[src/rtl/mem_proto_checker_pkg.sv]
// +--------------------------------------------------------------------------+
// | mem_proto_checker_pkg                                                    |
// | Shared types, event indices and saturating arithmetic for the checker.   |
// | Revision: 1.0                                                            |
// +--------------------------------------------------------------------------+
`default_nettype none

package mem_proto_checker_pkg;

    typedef enum logic [0:0] {
        ST_IDLE = 1'b0,
        ST_WAIT = 1'b1
    } state_t;

    localparam int EV_TIMEOUT  = 0;
    localparam int EV_UNSTABLE = 1;
    localparam int EV_SPURIOUS = 2;
    localparam int EV_DATA     = 3;
    localparam int NUM_EV      = 4;

    // Adds amt to cur and clamps at lim; a 33-bit sum keeps 32-bit operands safe.
    function automatic logic [31:0] sat_add(input logic [31:0] cur,
                                            input logic [31:0] amt,
                                            input logic [31:0] lim);
        logic [32:0] sum;
        sum = {1'b0, cur} + {1'b0, amt};
        return (sum > {1'b0, lim}) ? lim : sum[31:0];
    endfunction

endpackage

`default_nettype wire

[src/rtl/mem_shadow.sv]
// +--------------------------------------------------------------------------+
// | mem_shadow                                                               |
// | Shadow copy of written data with per-entry written bits.                 |
// | Revision: 1.0                                                            |
// +--------------------------------------------------------------------------+
`default_nettype none

module mem_shadow
    import mem_proto_checker_pkg::*;
#(
    parameter int ADDR_WIDTH = 4,
    parameter int WIDTH      = 8
) (
    input  logic                  clk,
    input  logic                  rst,
    input  logic                  we_i,
    input  logic [ADDR_WIDTH-1:0] waddr_i,
    input  logic [WIDTH-1:0]      wdata_i,
    input  logic [ADDR_WIDTH-1:0] raddr_i,
    output logic [WIDTH-1:0]      rdata_o,
    output logic                  written_o
);

    localparam int DEPTH = 1 << ADDR_WIDTH;

    logic [WIDTH-1:0] mem_q [DEPTH];
    logic [DEPTH-1:0] written_q;

    // Data contents are never reset; the written bits alone say what is valid.
    always_ff @(posedge clk) begin
        if (we_i) begin
            mem_q[waddr_i] <= wdata_i;
        end
    end

    always_ff @(posedge clk) begin
        if (rst) begin
            written_q <= '0;
        end else if (we_i) begin
            written_q[waddr_i] <= 1'b1;
        end
    end

    assign rdata_o   = mem_q[raddr_i];
    assign written_o = written_q[raddr_i];

endmodule

`default_nettype wire

[config.mk]
export PLATFORM = sky130hd
export DESIGN_NAME = mem_shadow
export DESIGN_NICKNAME = d
export VERILOG_FILES = /design/src/rtl/mem_proto_checker_pkg.sv /design/src/rtl/mem_shadow.sv
export SDC_FILE = /design/constraint.sdc
export NUM_CORES = 1
export LEC_CHECK = 0
export CORE_ASPECT_RATIO = 0.8
export CORE_MARGIN = 3
export CORE_UTILIZATION = 53
export CTS_CLUSTER_DIAMETER = 120
export DETAILED_ROUTE_END_ITERATION = 12
export HOLD_SLACK_MARGIN = 0.12
export PLACE_DENSITY = 0.74
export SETUP_SLACK_MARGIN = 0.15
export SLEW_MARGIN = 40
export SYNTH_ARGS = -nofsm -noshare
export SYNTH_HDL_FRONTEND = slang
export SYNTH_SLANG_ARGS = --single-unit
[constraint.sdc]
create_clock -name clk -period 1.75 [get_ports clk]
set_input_delay 0.35 -clock clk [delete_from_list [all_inputs] [get_ports clk]]
set_output_delay 0.35 -clock clk [all_outputs]
set_load 0.05 [all_outputs]
==> results.cfg, run 1 <==
[global_routing]
grt_max_degree = 31
grt_pass1_vias = 3136
grt_first_pass_wirelength_mm = 18.77
antenna_found_initial = 0
grt_usage_pct = 22.15
overflow = 0

[floorplan]
start_util_pct = 54.65
core_area_mm2 = 0.01032
die_w_um = 121.4
rows = 33
pin_count = 28
dieArea_mm2 = 0.01193
fp.dieH_um = 98.28

[synthesis]
avgSynthCellArea_um2 = 19.59
ys_async_sr_fraction_pct = 0
synth_fp_nets = 307
yosysWarnings = 0
synth.yosys.seq_area_share_pct = 73.81
ys_ff_latch = 144
synthXorXnorAreaFrac_pct = 0
synthAdderAreaFrac_pct = 0
synth_edf_count = 128
synth_flop_cell = edfxtp_1
synth-compound-area-share_pct = 3.903
synth_mux_area_share_pct = 15.30
netlist_area_mm2 = 0.005642
synth-simple-area-share_pct = 4.879
ys_types = 26
syn_inst = 288
synth_top_family_by_area = multiplexers

[drt]
antenna_left = 0
wl_per_cell_um = 23.50
top_layer_used = met4
wl_met2_mm = 5.773
finalWirelength_mm = 11.92
drt-met1-wl_mm = 5.014
vias_per_cell = 5.927
drt_iter0_markers = 295
vias = 3005
met3_length_um = 996
post-route-drc-count = 0
drt_pre_antenna_iters = 4

[setup_path]
crit_path_max_incr_delay_ns = 0.51
crit_arrival_ns = 1.77
r2r_cells = 2
r2r_slack_ns = 1.09
cp-end-kind = output pin
cp-start-kind = flop
timing.rr.end = written_q[8]$_SDFFE_PP0P_
path_cells = mux4_2, a22oi_2, nand2_4, buf_12
cpMaxStageDelayCell = mux4_2
crit_type = flop to output pin
r2r-start = written_q[8]$_SDFFE_PP0P_
worstPathRequired_ns = 1.40
crit_fanout = 1

[power]
p_leak_uw = 0.002416
powerDensity_mw_per_mm2 = 1121
vdd_drop_max_uv = 1316
p_total_uw = 8070

[timing]
tightest_slew_ns = 0.6067
fin_ws_ns = -0.3719
final-hold-violation-count = 0
fin_setup_tns_ns = -3.093
clock-skew-final_ns = 0
layout_min_cycle_time_ns = 2.122
final_max_slew_viol_count = 0
period_share_pct = 121.3
max_freq_ghz = 0.4713
rsz0062_at_grt = yes
setup-violations-final = 9
slew_headroom_pct = 59.43

[status]
violations = setup timing
status = complete, but fails checks

[cells_and_area]
diodes = 0
multi_input_area_mm2 = 0.001481
fill_cells = 638
finalNetCount = 373
regArea_mm2 = 0.004165
final_common_cell = edfxtp_1
drive_above_1_share_pct = 40.33
area_growth_pct = 27.57
final_cell_mix = edfxtp_1 (128), mux4_2 (36), nor2_1 (26), buf_4 (23)

[clock_network]
cts_made_buffers = 17
clock_latency_ns = 0.41
path_clk_slew_ns = 0.06
h-tree-depth = 4
cts_sinks = 144
cts_tree = done
root_buffer = clkbuf_16
clockBufferDepth = 2

[hold_path]
whs_endpoint = written_q[6]$_SDFFE_PP0P_
hold_start = written_q[6]$_SDFFE_PP0P_
min_path_cells = 2
min_path_type = flop to flop

[placed_design]
gp_congestion = 0.8047
hpwl_mm = 7.201
place.port_buffers = 27

[job]
cap_violations = 0
## power breakdown
group	switching, µW	leakage [µW]	internal (µW)
clock network	1330	0.000282	2200
logic	373	0.000848	334
registers	18.1	0.00129	3810
total	1720	0.00242	6350
## sequential cells by signal, indices dropped and copies added (netlist names)
| name | flops |
|---|---|
| mem_q | 128 |
| written_q | 16 |
## worst max-delay path by stage
stage | from | endpoint | slack (ns) | cells after the start
finish | mem_q[3][2]$_DFFE_PP_ | rdata_o[2] | -0.37 | 4
CTS | mem_q[3][6]$_DFFE_PP_ | rdata_o[6] | -0.39 | 4
detailed placement | raddr_i[2] | rdata_o[0] | -0.45 | 5
floorplan | raddr_i[0] | rdata_o[0] | -0.08 | 5
global placement | raddr_i[2] | rdata_o[0] | -0.70 | 5
global route | mem_q[3][6]$_DFFE_PP_ | rdata_o[6] | -0.44 | 4
## cell families (layout without fill, tap and decap cells)
group,after synthesis,count (layout)
muxes,36,36
DFF,144,144
AOI/OAI and AO/OA,34,34
and+or+nand+nor,59,59
buffers and inverters,15,94
## stage by stage
step	std cells	utilization, %	instance area [µm²]	setup slack (ns)	hold slack [ns]
global placement	473	63.21	6525	-0.7004	0.4413
detailed placement	473	63.24	6528	-0.4500	0.4573
finish	507	69.72	7197	-0.3719	0.4710
CTS	507	69.64	7188	-0.3910	0.4734
global route	507	69.72	7197	-0.4374	0.4880
floorplan	288	-	5788	-0.07808	0.4284
## area by class of cell
type / instances / area share (%)
clock buffers: 22 / 6.589
clock inverters: 10 / 1.547
multi-input cells: 129 / 20.58
flip-flops and latches: 144 / 57.88
well taps: 140 / 2.434
repair buffers: 62 / 10.97
## layer usage
layer	up-vias	GRT usage [%]
met5	-	0
met4	0	7.666
met3	13	6.196
met2	137	33.21
met1	1548	31.82
li1	1307	-
## critical path: cells and delay by family, from the launching register on
| family | cells | cell delay [ns] |
|---|---|---|
| AOI/OAI and AO/OA | 1 | 0.22 |
| and+or+nand+nor | 1 | 0.09 |
| buffers and inverters | 1 | 0.15 |
| muxes | 1 | 0.51 |
| DFF | 1 | 0.39 |
## cells in the mapped netlist (2+ instances only)
cell	instances	area, µm²
nor2_1	30	112.6
nand2b_1	2	12.51
and3b_1	2	17.52
dfxtp_1	16	320.3
buf_2	3	15.01
a21oi_1	12	60.06
clkdlybuf4s25_2	2	20.02
a31oi_1	4	25.02
buf_4	2	15.01
clkbuf_1	4	15.01
buf_6	3	33.78
nor3_1	4	20.02
a22oi_1	18	135.1
mux4_2	22	495.5
nand3b_1	2	15.01
edfxtp_1	128	3844
nand2_1	10	37.54
mux4_1	14	367.9
nor2b_1	3	18.77
## repair_timing
action                     4_1_cts  5_1_grt
setup endpoints to repair       11       17
resized for setup               16        4
hold buffers                     0        0
pin swaps                        9        1
cloned                           2        0
buffers inserted                 0        0
Note: power is estimated with default switching activity, not from simulation.
==> run 2, diff against run 1 <==
--- a/config.mk
+++ b/config.mk
@@ -6,7 +6,7 @@
 export NUM_CORES = 1
 export LEC_CHECK = 0
 export CORE_ASPECT_RATIO = 0.8
-export CORE_MARGIN = 3
+export CORE_MARGIN = 4
 export CORE_UTILIZATION = 53
 export CTS_CLUSTER_DIAMETER = 120
 export DETAILED_ROUTE_END_ITERATION = 12
==> run 2 against run 1 <==
Against the previous run: fmax hardly changed; routed wire length fell by 1.3%; die area grew 3.7%; non-clock buffer count increased by 5; power grew 4.7%; clock power up 11%; register-to-register slack about the same; global-route usage is 0.77 points lower; first-iteration DRC count up 12%; combinational power is 2% lower; the flow still finishes with violations (setup timing); sequential share of layout area fell by 0.30 points; critical path depth unchanged.
==> results.cfg, run 2 (same netlist as run 1, synthesis figures left out) <==
[placed_design]
gp_congestion = 0.8386
hpwl_mm = 7.816
place.port_buffers = 27
place_area_mm2 = 0.006568
dp_slack_ns = -0.5583

[cells_and_area]
fin_area_mm2 = 0.007232
fill_cells = 638
multi_input_area_mm2 = 0.001489
final_common_cell = edfxtp_1
final_cell_mix = edfxtp_1 (128), mux4_2 (34), buf_4 (32), nor2_1 (27), a22oi_2 (18)
top_regs = mem_q: 128 flops, written_q: 16 flops
finalNetCount = 378
area_growth_pct = 28.19
regMostFlops = mem_q
utilization_pct = 70.06
diodes = 0
largest_reg_flops = 128
drive_above_1_share_pct = 39.25
regArea_mm2 = 0.004164

[status]
status = complete, but fails checks
violations = setup timing

[drt]
vias_per_cell = 5.932
drt_pre_antenna_iters = 4
post-route-drc-count = 0
drt_iter0_markers = 330
finalWirelength_mm = 11.76
wl_per_cell_um = 22.97
vias = 3037
antenna_left = 0

[floorplan]
start_util_pct = 54.65
rows = 33
fp.dieH_um = 100.3
dieArea_mm2 = 0.01237
core_area_mm2 = 0.01032
die_w_um = 123.4
pin_count = 28

[timing]
final-hold-violation-count = 0
max_freq_ghz = 0.4715
rsz0062_at_grt = yes
slew_headroom_pct = 59.63
tightest_slew_ns = 0.6037
final_max_slew_viol_count = 0
setup-violations-final = 9
fin_ws_ns = -0.3711
clock-skew-final_ns = 0
period_share_pct = 121.2
layout_min_cycle_time_ns = 2.121

[clock_network]
root_buffer = clkbuf_16
cts_made_buffers = 17
cts_sinks = 144
path_clk_slew_ns = 0.06
clockBufferDepth = 2
cts_tree = done
h-tree-depth = 4
post-cts-setup-buffers = 0
clock_latency_ns = 0.41

[global_routing]
grt_pass1_vias = 3075
overflow = 0
grt_max_degree = 18
antenna_found_initial = 0
grt_first_pass_wirelength_mm = 18.57
grt_usage_pct = 21.38

[power]
internal_power_uw = 6783
p_comb_share_pct = 8.2
switchingPower_uw = 1666
vdd_drop_max_uv = 858.6
powerDensity_mw_per_mm2 = 1168
p_leak_uw = 0.002434
p_seq_share_pct = 45.3
p_sw_share_pct = 19.72
clock_power_share_pct = 46.4

[setup_path]
worstPathRequired_ns = 1.40
timing.rr.end = written_q[11]$_SDFFE_PP0P_
cp-start-kind = flop
cp-end-kind = output pin
cpMaxStageDelayCell = mux4_2
crit_fanout = 1
path_cells = mux4_2, a22oi_2, nand2_4, buf_12
crit_type = flop to output pin
crit_arrival_ns = 1.77
r2r-start = written_q[11]$_SDFFE_PP0P_
r2r_slack_ns = 1.10
crit_path_max_incr_delay_ns = 0.54
r2r_cells = 2

[hold_path]
min_path_cells = 2
whs_endpoint = written_q[6]$_SDFFE_PP0P_
hold_start = written_q[6]$_SDFFE_PP0P_
min_path_type = flop to flop

[job]
cap_violations = 0
-- run 2: per-layer routing --
layer	wire length [µm]	GRT usage [%]	vias to the layer above
met5	0	0	-
met4	100	5.872	0
met3	923	6.197	9
met2	5723	32.29	110
met1	5011	30.92	1598
li1	-	-	1320
-- run 2: per-stage QoR --
stage / instances / hold WS (ns) / TNS, ns / power (µW)
finish: 512 / 0.4685 / -3.002 / 8449
floorplan: 288 / 0.4284 / -0.5736 / 4272
CTS: 512 / 0.4719 / -3.222 / 8511
global placement: 480 / 0.4432 / -17.49 / 4569
global route: 512 / 0.4973 / -3.531 / 8706
detailed placement: 480 / 0.4589 / -17.96 / 4590
-- run 2: timing repair --
item / in CTS / in global routing
pin swaps: 7 / 2
endpoints found under the setup margin: 9 / 49
resized for setup: 9 / 3
hold buffers: 0 / 0
hold endpoints to repair: 0 / 0
-- run 2: worst max-delay path by stage --
| stage | cells past startpoint | startpoint | to |
|---|---|---|---|
| 6_report | 4 | mem_q[11][1]$_DFFE_PP_ | rdata_o[1] |
| 5_1_grt | 4 | mem_q[11][7]$_DFFE_PP_ | rdata_o[7] |
| 4_1_cts | 4 | mem_q[11][7]$_DFFE_PP_ | rdata_o[7] |
| 3_5_place_dp | 5 | raddr_i[3] | written_o |
| 3_3_place_gp | 5 | raddr_i[3] | written_o |
| 2_1_floorplan | 5 | raddr_i[0] | rdata_o[0] |
-- run 2: area by class of cell --
class / instances / area share (%)
clock buffer: 19 / 5.986
clock inverter: 13 / 2.993
multi-input combinational: 129 / 20.59
sequential: 144 / 57.58
tap: 140 / 2.422
timing repair buffer: 67 / 10.43
-- run 2: power by group through the flow --
stage,logic [µW],clock network (µW),registers (µW)
global placement,675,0,3890
finish,696,3920,3830
detailed placement,690,0,3900
CTS,697,3980,3830
floorplan,379,0,3890
global route,737,4140,3830
-- run 2: critical path, delay by kind of cell, from the launching register on --
| kind | cells | cell delay (ns) |
|---|---|---|
| AO/OA/AOI/OAI | 1 | 0.24 |
| flip-flops | 1 | 0.36 |
| AND/OR/NAND/NOR | 1 | 0.08 |
| multiplexers | 1 | 0.54 |
| buffers and inverters | 1 | 0.15 |
